==> src/rtl/disp_scan_ctrl.sv <==
// Scan controller that shares one hex-to-7-segment decoder across NUM_DIGITS
// common-anode digits, with a blanking guard per slot and frame-aligned value updates.
module disp_scan_ctrl #(
  parameter int NUM_DIGITS   = 4,
  parameter int DIV          = 50000,
  parameter int BLANK_CYCLES = 500
) (
  input  logic                          i_clk,
  input  logic                          i_rst,
  input  logic                          i_enable,
  input  logic                          i_load,
  input  logic [4*NUM_DIGITS-1:0]       i_value_in,
  input  logic                          i_lz_en,
  output logic [3:0]                    o_num_act,
  output logic                          o_seg_blank,
  output logic [NUM_DIGITS-1:0]         o_digit_sel,
  output logic [$clog2(NUM_DIGITS)-1:0] o_digit_idx,
  output logic                          o_pending,
  output logic                          o_frame_done
);

  localparam int IW = $clog2(NUM_DIGITS);
  localparam int CW = $clog2(DIV);
  localparam int DW = 4 * NUM_DIGITS;

  localparam logic [CW-1:0] C_GUARD_LAST = CW'(BLANK_CYCLES - 1);
  localparam logic [CW-1:0] C_SLOT_LAST  = CW'(DIV - 1);
  localparam logic [CW-1:0] C_CNT_ONE    = CW'(1);
  localparam logic [IW-1:0] C_IDX_LAST   = IW'(NUM_DIGITS - 1);
  localparam logic [IW-1:0] C_IDX_ONE    = IW'(1);
  localparam logic [IW-1:0] C_IDX_ZERO   = IW'(0);

  typedef enum logic [1:0] {
    S_IDLE  = 2'd0,
    S_GUARD = 2'd1,
    S_DRIVE = 2'd2
  } state_t;

  state_t                  r_state;
  logic [CW-1:0]           r_cnt;
  logic [IW-1:0]           r_idx;
  logic [DW-1:0]           r_disp;
  logic [DW-1:0]           r_shadow;
  logic                    r_pending;
  logic [3:0]              r_num_act;
  logic                    r_seg_blank;
  logic [NUM_DIGITS-1:0]   r_digit_sel;
  logic [IW-1:0]           r_digit_idx;
  logic                    r_frame_done;

  state_t                  w_state_nxt;
  logic [CW-1:0]           w_cnt_nxt;
  logic [IW-1:0]           w_idx_nxt;
  logic [DW-1:0]           w_disp_nxt;
  logic [DW-1:0]           w_shadow_nxt;
  logic                    w_pending_nxt;
  logic                    w_boundary;
  logic [3:0]              w_num_act;
  logic                    w_seg_blank;
  logic [NUM_DIGITS-1:0]   w_digit_sel;
  logic [IW-1:0]           w_digit_idx;

  // A digit above 0 is dark when it and every more significant nibble are zero.
  function automatic logic f_suppressed(input logic [DW-1:0] disp,
                                        input logic [IW-1:0] idx,
                                        input logic          lz);
    logic all_zero;
    all_zero = 1'b1;
    for (int k = 1; k < NUM_DIGITS; k++) begin
      all_zero = all_zero & ~((k >= int'(idx)) & (|disp[4*k +: 4]));
    end
    return lz & (idx != C_IDX_ZERO) & all_zero;
  endfunction

  function automatic logic [3:0] f_nibble(input logic [DW-1:0] disp,
                                          input logic [IW-1:0] idx);
    return disp[{idx, 2'b00} +: 4];
  endfunction

  // Next-state logic: slot timing, digit stepping, load capture and frame commit.
  always_comb begin
    w_state_nxt   = r_state;
    w_cnt_nxt     = r_cnt;
    w_idx_nxt     = r_idx;
    w_disp_nxt    = r_disp;
    w_shadow_nxt  = r_shadow;
    w_pending_nxt = r_pending;
    w_boundary    = 1'b0;

    if (!i_enable) begin
      w_state_nxt = S_IDLE;
      w_cnt_nxt   = '0;
      w_idx_nxt   = C_IDX_ZERO;
    end else begin
      case (r_state)
        S_IDLE: begin
          w_state_nxt = S_GUARD;
          w_cnt_nxt   = '0;
          w_idx_nxt   = C_IDX_ZERO;
        end
        S_GUARD: begin
          w_cnt_nxt = r_cnt + C_CNT_ONE;
          if (r_cnt == C_GUARD_LAST) begin
            w_state_nxt = S_DRIVE;
          end else begin
            w_state_nxt = S_GUARD;
          end
        end
        S_DRIVE: begin
          if (r_cnt == C_SLOT_LAST) begin
            w_state_nxt = S_GUARD;
            w_cnt_nxt   = '0;
            if (r_idx == C_IDX_LAST) begin
              w_idx_nxt  = C_IDX_ZERO;
              w_boundary = 1'b1;
            end else begin
              w_idx_nxt  = r_idx + C_IDX_ONE;
            end
          end else begin
            w_cnt_nxt = r_cnt + C_CNT_ONE;
          end
        end
        default: begin
          w_state_nxt = S_IDLE;
          w_cnt_nxt   = '0;
          w_idx_nxt   = C_IDX_ZERO;
        end
      endcase
    end

    // Commit uses the old shadow, so a coincident load survives as the next pending value.
    if (r_state == S_IDLE) begin
      if (i_load) begin
        w_disp_nxt = i_value_in;
      end else begin
        w_disp_nxt = r_disp;
      end
    end else begin
      if (w_boundary && r_pending) begin
        w_disp_nxt    = r_shadow;
        w_pending_nxt = 1'b0;
      end else begin
        w_disp_nxt    = r_disp;
      end
      if (i_load) begin
        w_shadow_nxt  = i_value_in;
        w_pending_nxt = 1'b1;
      end else begin
        w_shadow_nxt  = r_shadow;
      end
    end
  end

  // Output decode from next-state values so registered outputs line up with the state.
  always_comb begin
    w_num_act   = 4'd0;
    w_seg_blank = 1'b1;
    w_digit_sel = {NUM_DIGITS{1'b1}};
    w_digit_idx = C_IDX_ZERO;
    case (w_state_nxt)
      S_GUARD: begin
        w_num_act   = f_nibble(w_disp_nxt, w_idx_nxt);
        w_digit_idx = w_idx_nxt;
      end
      S_DRIVE: begin
        w_num_act              = f_nibble(w_disp_nxt, w_idx_nxt);
        w_digit_idx            = w_idx_nxt;
        w_digit_sel[w_idx_nxt] = 1'b0;
        w_seg_blank            = f_suppressed(w_disp_nxt, w_idx_nxt, i_lz_en);
      end
      S_IDLE: begin
        w_num_act   = 4'd0;
        w_digit_idx = C_IDX_ZERO;
      end
      default: begin
        w_num_act   = 4'd0;
        w_digit_idx = C_IDX_ZERO;
      end
    endcase
  end

  // State, data and output registers with synchronous reset.
  always_ff @(posedge i_clk) begin
    if (i_rst) begin
      r_state      <= S_IDLE;
      r_cnt        <= '0;
      r_idx        <= C_IDX_ZERO;
      r_disp       <= '0;
      r_shadow     <= '0;
      r_pending    <= 1'b0;
      r_num_act    <= 4'd0;
      r_seg_blank  <= 1'b1;
      r_digit_sel  <= {NUM_DIGITS{1'b1}};
      r_digit_idx  <= C_IDX_ZERO;
      r_frame_done <= 1'b0;
    end else begin
      r_state      <= w_state_nxt;
      r_cnt        <= w_cnt_nxt;
      r_idx        <= w_idx_nxt;
      r_disp       <= w_disp_nxt;
      r_shadow     <= w_shadow_nxt;
      r_pending    <= w_pending_nxt;
      r_num_act    <= w_num_act;
      r_seg_blank  <= w_seg_blank;
      r_digit_sel  <= w_digit_sel;
      r_digit_idx  <= w_digit_idx;
      r_frame_done <= w_boundary;
    end
  end

  assign o_num_act    = r_num_act;
  assign o_seg_blank  = r_seg_blank;
  assign o_digit_sel  = r_digit_sel;
  assign o_digit_idx  = r_digit_idx;
  assign o_pending    = r_pending;
  assign o_frame_done = r_frame_done;

endmodule

==> config.mk <==
export PLATFORM = sky130hd
export DESIGN_NAME = disp_scan_ctrl
export DESIGN_NICKNAME = d
export VERILOG_FILES = /design/src/rtl/disp_scan_ctrl.sv
export SDC_FILE = /design/constraint.sdc
export NUM_CORES = 1
export LEC_CHECK = 0
export CAP_MARGIN = 20
export CORE_ASPECT_RATIO = 1.5
export CORE_MARGIN = 4
export CORE_UTILIZATION = 55
export DETAILED_ROUTE_END_ITERATION = 10
export PLACE_DENSITY_LB_ADDON = 0.2
export RECOVER_POWER = 25
export SYNTH_ARGS = -nofsm -noshare
export SYNTH_HDL_FRONTEND = slang
export SYNTH_SLANG_ARGS = --single-unit
==> constraint.sdc <==
create_clock -name i_clk -period 3 [get_ports i_clk]
set_input_delay 0.45 -clock i_clk [delete_from_list [all_inputs] [get_ports i_clk]]
set_output_delay 0.45 -clock i_clk [all_outputs]
set_load 0.02 [all_outputs]
-- After elaboration in Yosys (flattened, before gate mapping)
Cells that the tools add are included.
W data, S select, Z words.
- order comparisons: 4
- add/subtract/negate cells: 2
- reductions and logical operators: 14
- mux-type cells: 21
- bitwise gates (word level): 14
- shift operators: 1
- equality and inequality tests: 7
- operator list (cell ; count):
    $mux W16 ; 4
    $pmux W16 S2 ; 1
    $add A16 B1 Y16 const B ; 1
    $eq A16 B16 Y1 const B ; 1
    $eq A16 B9 Y1 const B ; 1
    $shiftx A16 B5 Y4 ; 1
    $mux W2 ; 6
    $reduce_or A4 Y1 ; 3
    $reduce_or A2 Y1 ; 4
    $mux W1 ; 7
    $not A1 Y1 ; 7
    $and A1 B1 Y1 ; 6
    $eq A2 B2 Y1 const B ; 3
    $pmux W2 S3 ; 1
    $eq A2 B1 Y1 const B ; 2
    $not A4 Y4 ; 1
    $pmux W2 S2 ; 1
    $reduce_and A2 Y1 ; 2
    $reduce_bool A2 Y1 ; 2
    $lt A2 B3 Y1 const B ; 1
    $add A2 B1 Y2 const B ; 1
    $demux W1 S2 ; 1
    $ge A1 B2 Y1 const A ; 1
    $ge A2 B1 Y1 const B ; 1
    other kinds (3) ; 4
- word-level logic and storage cells: 74
- register bits after elaboration: 65
- output and inout port bits: 13

-- Depth between registers and ports, before layout
Gate-level depths: netlist (run 1).
- word-level depth: 14
- depth in mapped cells: 11

-- Worst setup path before layout (run 1)
Ideal clock, no wire load.
- kind: register to register
- from: reg r_state[0]
- to: reg r_seg_blank, in the netlist o_seg_blank
- period minus slack after synthesis: 2.508 ns
- arrival time: 2.434 ns
- buffers on the path: 2
- path slack: 0.492 ns
- required time: 2.926 ns
- cell stages (with the launch flop): 11
- cell sequence: dfxtp_1 inv_1 ha_1 clkbuf_1 and4_4 clkbuf_1 and4_1 a311oi_1 nand4_1 or4_1 a31oi_1
- longest elaborated chain between the ends: 12
- elaborated cells between the ends (all ways): 31
- those cells by class: 2 x order compare; 3 x eq/ne; 9 x mux; 10 x bitwise; 7 x reduce/logical
- RTL lines (item ; RTL line ; RTL):
    start, declared ; 39 ; state_t r_state;
    start signal, assigned ; 197 ; r_state <= w_state_nxt;
    $eq A2 B2 Y1 ; 95 ; case (r_state)
    $mux W1 ; 95 ;
    $mux W1 ; 90 ; if (!i_enable) begin
    $logic_and A1 B1 Y1 ; 139 ; if (w_boundary && r_pending) begin
    $mux W16 ; 139 ;
    $mux W16 ; 132 ; if (r_state == S_IDLE) begin
    $reduce_or A4 Y1 ; 70 ; all_zero = all_zero & ~((k >= int'(idx)) & (|disp[4*k +: 4]));
    $and A1 B1 Y1 ; 70 ;
    $not A1 Y1 ; 70 ;
    $and A1 B1 Y1 (2 in series) ; 70 ;
    $and A1 B1 Y1 ; 72 ; return lz & (idx != C_IDX_ZERO) & all_zero;
    end signal, assigned ; 204 ; r_seg_blank <= w_seg_blank;
    end, declared ; 46 ; logic r_seg_blank;
Several ways; a longest one is shown, not always the timed one.
A chain may end at the register's enable or synchronous reset.

-- Final worst setup path (run 1)
- from: reg r_cnt[0]
- to: reg r_seg_blank, in the netlist o_seg_blank
- longest elaborated chain between the ends: 13
- elaborated cells between the ends (all ways): 33
- those cells by class: 2 x order compare; 3 x eq/ne; 12 x mux; 10 x bitwise; 6 x reduce/logical
- RTL lines (item ; RTL line ; RTL):
    start, declared ; 40 ; logic [CW-1:0] r_cnt;
    start signal, assigned ; 198 ; r_cnt <= w_cnt_nxt;
    $eq A16 B16 Y1 ; 110 ; if (r_cnt == C_SLOT_LAST) begin
    $mux W1 ; 110 ;
    $mux W1 ; 95 ;
    $mux W1 ; 90 ;
    $logic_and A1 B1 Y1 ; 139 ;
    $mux W16 ; 139 ;
    $mux W16 ; 132 ;
    $reduce_or A4 Y1 ; 70 ;
    $and A1 B1 Y1 ; 70 ;
    $not A1 Y1 ; 70 ;
    $and A1 B1 Y1 (2 in series) ; 70 ;
    $and A1 B1 Y1 ; 72 ;
Several ways; a longest one is shown, not always the timed one.

==> results.ini, run 1 <==
[status]
status=finished, final reports clean

[placement]
dpl.cell_count=453
portBuffers=33
gp_congestion=0.9715
dp_hpwl_mm=5.510

[die]
fp-row-count=33
io_pins=34
dieWidth_um=69.24
initial_core_util=0.5677
die_h_um=99.86
die_area_sq_um=6914
core-area_sq_um=5450

[clock_network]
clkLatencyLatePin_ns=0.34
cts_buffers=9
root_buffer=clkbuf_8
postCtsHoldBufs=0
h-tree-depth=3
clock_path_buffers=2
cts_tree=done
cts_setup_buffers=0
cts_resized=0
clkTransAtPathRegs_ns=0.07
cts.sinks=65

[sta]
setup_viol=0
period_share=0.9543
final.min_clock_period_ns=2.863
drv_slew=0
finalHoldViolations=0
setup_tns_ns=0
relSlewSlack=0.5868
whs_ns=0.4460
fmax_mhz=349.3
tightest_slew_ns=0.6184
skew_ns=0.008117
rsz0062_at_grt=no

[logic_synthesis]
ys.flop_type=dfxtp_1
ys_seq_elements=65
synthAdderAreaFrac=0.02831
yosysUniqueCellTypes=49
syn-num-nets=382
synth_xor_area_frac=0.03963
yosysSeqAreaShare=0.4205
yosys_warnings=0
synth-simple-area-share=0.2669
synthArstFlopShare=0
synth_compound_area_frac=0.1258
synthCells=354
synth_top_family_by_area=simple AND/OR/NAND/NOR gates
avgSynthCellArea_sq_um=8.741
synth_edf_count=0
syn-cell-area_sq_um=3094
synthMuxAreaShare=0.08209

[grt]
grt_max_degree=36
grt_pass1_wl_mm=12.45
antenna_found_initial=0
grt_use_total=0.2224
grt.overflow.total=0
grt_pass1_vias=2716

[worst_setup_path]
startpoint=r_cnt[0]$_SDFF_PP0_
reg2reg_from=r_cnt[0]$_SDFF_PP0_
cp_max_fo=10
max_stage_delay_ns=0.52
end_kind=flip-flop
cp-endpoint=o_seg_blank$_SDFF_PP1_
worstPathArrival_ns=3.13
critical_path_class=reg2reg
crit_family=simple AND/OR/NAND/NOR gates
path_buf_inv=0
cp.depth=8
slowest_stage=or4_1
r2r_slack_ns=0.14
reg2reg_depth=8
worstPathCellList=ha_1 -> and3_1 -> and4_1 -> nand2_8 -> a311oi_1 -> nand4_1 -> or4_1 -> a31oi_1
cp-start-kind=flip-flop
reg2reg_to=o_seg_blank$_SDFF_PP1_
required_ns=3.26

[cells_and_area]
n_antenna_cell=0
final_core_util=0.6837
final_layout_size_suffix_gt1_frac=0.09023
finalNonFillerCells=469
syn_to_final_growth_pct=20.42
nNetsFinal=422

[route]
vias_per_cell=5.710
num_vias=2678
first_iter_violations=147
finalWirelength_mm=7.342
ant_nets=0
firstDrtPassIters=4
drc=0
wire_per_inst_um=15.65

[pwr]
pwr-share-comb=0.106
pwr-share-seq=0.497
ir_drop_mv=0.3866
pwr_density_cell_nw_per_um2=488.4
p_int_mw=1.389
p_sw_mw=0.4307
p_leak_nw=1.453
p_total_mw=1.820
swShare=0.2367
pwr-share-clk=0.397

[job]
drv_cap=0

[hold_path]
min_path_type=reg2reg

cells by family (layout without fill, tap and decap cells):
family                     after synthesis  count (layout)
muxes                                   24              24
AOI/OAI and AO/OA                       58              58
adders and majority gates                7               7
DFF                                     65              65
and+or+nand+nor                        158             158
xor gates and xnor gates                14              14
buffers and inverters                   28              73
metrics by stage:
step	cell area (sq um)	setup WS [ns]
after floorplan	3094	0.4915
after global placement	3545	0.3452
after detailed placement	3545	0.1953
after CTS	3734	0.1780
after global routing	3726	0.01669
final	3726	0.1371
worst reg2reg max path, cell delays in order, from the launching register on:
cell      delay (ns)
dfxtp_1         0.35
ha_1            0.21
and3_1          0.26
and4_1          0.51
nand2_8         0.16
a311oi_1        0.41
nand4_1         0.21
or4_1           0.52
a31oi_1         0.18
flip-flops by register name, summed over array words and instances (netlist names):
register / cells
r_cnt: 16
r_disp: 16
r_shadow: 16
o_digit_sel: 4
o_num_act: 4
o_digit_idx: 2
r_idx: 2
r_state: 2
o_frame_done: 1
o_pending: 1
o_seg_blank: 1
metal layers:
layer  vias up  track usage  wire, um
met5         -            0         0
met4         0       0.1128       238
met3        20      0.05511       313
met2        62       0.4066      3982
met1      1277       0.2344      2808
li1       1319            -         -
cells in the mapped netlist (5+ instances only):
cell      instances  area share
nand2_1          50       0.061
dfxtp_1          65        0.42
xor2_1            6       0.017
clkbuf_1         15       0.018
nand3_1           8       0.013
nand4_1           9       0.018
nor2b_1          14       0.028
a22o_1            5       0.014
inv_1             9       0.011
xnor2_1           8       0.023
ha_1              7       0.028
and3_1           13       0.026
o21ai_0           7       0.011
nor2_1           37       0.045
and4_1            6       0.017
mux2i_1          22       0.071
a21oi_1          21       0.034
layout make-up:
class	count	area [sq um]
repair buffers	48	435.4
clock inverters	3	40.04
flip-flops and latches	65	1301
well taps	70	87.58
inverters	9	33.78
fillers	467	1724
multi-input cells	261	1679
clock buffers	13	148.9
placed cells by master (no fill, tap or decap), drive strengths merged, types with 2 or more instances in the layout:
master and count:
a22oi 2, nor2b 14, clkbuf 15, ha 7
and3 13, a311oi 4, xor2 6, nor3b 2
a22o 5, dfxtp 65, or3 2, a31o 3
buf 13, dlygate4sd3 13, o21ai 7, a21boi 2
mux2i 23, and4 7, xnor2 8, a222oi 3
nor2 37, nand2 51, a21oi 21, inv 9
nand4 9, a21o 2, nor4 2, clkinv 2
nor3 3, clkdlybuf4s50 20, a211oi 4, nand3 8
and2 4
how the worst min path moves through the flow:
stage / start / end / cells past startpoint
floorplan: r_cnt[0]$_SDFF_PP0_ / r_cnt[0]$_SDFF_PP0_ / 1
global placement: r_cnt[0]$_SDFF_PP0_ / r_cnt[0]$_SDFF_PP0_ / 1
detailed placement: r_cnt[0]$_SDFF_PP0_ / r_cnt[0]$_SDFF_PP0_ / 1
CTS: r_cnt[0]$_SDFF_PP0_ / r_cnt[0]$_SDFF_PP0_ / 1
global route: r_cnt[0]$_SDFF_PP0_ / r_cnt[0]$_SDFF_PP0_ / 1
finish: r_cnt[0]$_SDFF_PP0_ / r_cnt[0]$_SDFF_PP0_ / 1
power by group through the flow:
stage / combinational, mW / clock [mW] / sequential (mW)
after floorplan: 0.110 / 0 / 0.921
final: 0.193 / 0.723 / 0.904
after CTS: 0.195 / 0.726 / 0.904
after global placement: 0.189 / 0 / 0.923
after detailed placement: 0.194 / 0 / 0.923
after global routing: 0.212 / 0.778 / 0.906
(Power assumes the default switching activity.)
==> run 2, diff against run 1 <==
SKIP_CTS_REPAIR_TIMING = 1   (was default)
==> results of run 2 <==
No change in the layout: final DEF, timing and power equal those of run 1.
==> run 3, diff against run 2 <==
REMOVE_ABC_BUFFERS = 1   (was default)
==> run 3 against run 2 <==
Worst setup slack improved by 0.061 ns. Clock power increased by 0.6%. Die area unchanged. Global-route usage increased by 0.62 points. Hold slack improved by 0.0099 ns. Routed wire length increased by 0.76%. Non-clock buffer count increased by 2. Critical endpoint unchanged. Clock skew increased by 0.0044 ns. Sequential share of layout area decreased by 0.20 points. Total power increased by 0.22%. Critical path depth unchanged. First-iteration DRC count decreased by 15%.
==> results.ini, run 3 (synthesized netlist as in run 1, its figures left out) <==
[cells_and_area]
layout.cells.most_common=dfxtp_1
final_cell_mix=65 x dfxtp_1, 50 x nand2_1, 37 x nor2_1
fin_area_sq_um=3747  ; +0.57%
top_regs=r_cnt: 16 flops, r_disp: 16 flops, r_shadow: 16 flops
n_antenna_cell=0  ; unchanged
final_layout_size_suffix_gt1_frac=0.1022  ; +0.01202
syn_to_final_growth_pct=21.11
nNetsFinal=424  ; +0.47%
num-fill-cells=474  ; +1.5%

[worst_setup_path]
required_ns=3.27  ; about the same
worstPathArrival_ns=3.08  ; -0.05 ns
worstPathCellList=ha_1 -> and3_1 -> and4_1 -> nand2_8 -> a311oi_1 -> nand4_1 -> or4_1 -> a31oi_1
critical_path_class=reg2reg
startpoint=r_cnt[0]$_SDFF_PP0_
cp_max_fo=10  ; unchanged
slowest_stage=or4_1
end_kind=flip-flop
cp-start-kind=flip-flop
max_stage_delay_ns=0.50  ; -0.02 ns
reg2reg_from=r_cnt[0]$_SDFF_PP0_

[die]
fp-row-count=33  ; unchanged
initial_core_util=0.5677  ; unchanged
io_pins=34  ; unchanged
die_area_sq_um=6914  ; unchanged
core-area_sq_um=5450  ; unchanged
dieWidth_um=69.24  ; unchanged
die_h_um=99.86  ; unchanged

[job]
drv_cap=0  ; unchanged

[grt]
grt_use_total=0.2285  ; +0.006185
grt.overflow.total=0  ; unchanged
grt_pass1_vias=2732  ; +0.59%
grt_max_degree=37  ; +2.8%
antenna_found_initial=0  ; unchanged
grt_pass1_wl_mm=12.50  ; +0.39%

[clock_network]
root_buffer=clkbuf_8
cts_tree=done
h-tree-depth=3  ; unchanged
clkLatencyLatePin_ns=0.34  ; about the same
cts_buffers=9  ; unchanged
clkTransAtPathRegs_ns=0.07  ; about the same
clock_path_buffers=2  ; unchanged
cts.sinks=65  ; unchanged

[pwr]
ir_drop_mv=0.5329  ; +38%
pwr-share-clk=0.399  ; +0.002
p_int_mw=1.364  ; -1.8%
swShare=0.2521  ; +0.01546
pwr_density_cell_nw_per_um2=486.7  ; -0.35%
p_leak_nw=1.456  ; +0.23%
p_sw_mw=0.4598  ; +6.8%
pwr-share-seq=0.495  ; -0.002
pwr-share-comb=0.106  ; about the same
p_total_mw=1.824  ; +0.22%

[placement]
place_ws_ns=0.2585  ; +0.06311 ns
gp_congestion=0.8481  ; -13%
place_area_sq_um=3560  ; +0.42%
portBuffers=33  ; unchanged
dp_hpwl_mm=5.482  ; -0.52%

[sta]
rsz0062_at_grt=no
fmax_mhz=356.9  ; +2.2%
skew_ns=0.01255  ; +0.004428 ns
drv_slew=0  ; unchanged
setup_viol=0  ; unchanged
relSlewSlack=0.5136  ; -0.07312
worst_slack_ns=0.1981  ; +0.06106 ns
finalHoldViolations=0  ; unchanged
period_share=0.9340  ; -0.02035
tightest_slew_ns=0.7296  ; +0.1112 ns
setup_tns_ns=0  ; unchanged
whs_ns=0.4560  ; +0.009925 ns
final.min_clock_period_ns=2.802  ; -0.06106 ns

[hold_path]
min_path_type=reg2reg
min-delay-start=r_cnt[0]$_SDFF_PP0_

[route]
firstDrtPassIters=4  ; unchanged
drc=0  ; unchanged
first_iter_violations=125  ; -15%
wire_per_inst_um=15.71  ; +0.33%
ant_nets=0  ; unchanged
vias_per_cell=5.771  ; +1.1%
finalWirelength_mm=7.398  ; +0.76%
num_vias=2718  ; +1.5%

[status]
status=finished, final reports clean

run 3: cell types whose count changed in the layout (fill, tap and decap cells not counted):
cell	previous run	this run
clkbuf_8	10	9
clkinvlp_4	0	3
clkbuf_1	5	2
buf_4	13	15
clkinv_4	0	1
run 3: worst paths after layout:
check,end,slack [ns],cells past startpoint
worst max-delay path,o_seg_blank$_SDFF_PP1_,0.20,8
worst min-delay path,r_cnt[0]$_SDFF_PP0_,0.46,1
worst max register to register,o_seg_blank$_SDFF_PP1_,0.20,8
worst min register to register,r_cnt[0]$_SDFF_PP0_,0.46,1
run 3: cell type report:
type,count,area [sq um],area share
Multi-Input combinational cell,261,1679,0.4481
Inverter,9,33.78,0.009015
Clock inverter,7,71.32,0.01903
Tap cell,70,87.58,0.02337
Sequential cell,65,1301,0.3472
Clock buffer,9,123.9,0.03306
Timing Repair Buffer,50,450.4,0.1202
run 3: power by group through the flow:
stage / registers (mW) / clock network [mW] / logic [mW]
after floorplan: 0.921 / 0 / 0.0980
after global routing: 0.905 / 0.782 / 0.212
after CTS: 0.903 / 0.745 / 0.195
final: 0.903 / 0.727 / 0.193
after detailed placement: 0.923 / 0 / 0.193
after global placement: 0.922 / 0 / 0.190
run 3: metal layers:
layer,vias up,global-route usage,share of wire
li1,1331,-,-
met1,1287,0.2259,0.39
met3,28,0.06212,0.041
met2,72,0.4044,0.52
met4,0,0.1714,0.048
met5,-,0,0
run 3: stage by stage:
step,std cells,util
2_1_floorplan,335,-
3_3_place_gp,455,0.6531
3_5_place_dp,455,0.6531
4_1_cts,471,0.6889
5_1_grt,471,0.6876
6_report,471,0.6876
run 3: worst max-delay path, delay by kind of cell, from the launching register on:
| family | cells | cell delay (ns) |
|---|---|---|
| adders and majority gates | 1 | 0.21 |
| AOI/OAI and AO/OA | 2 | 0.57 |
| and+or+nand+nor | 5 | 1.61 |
| DFF | 1 | 0.35 |
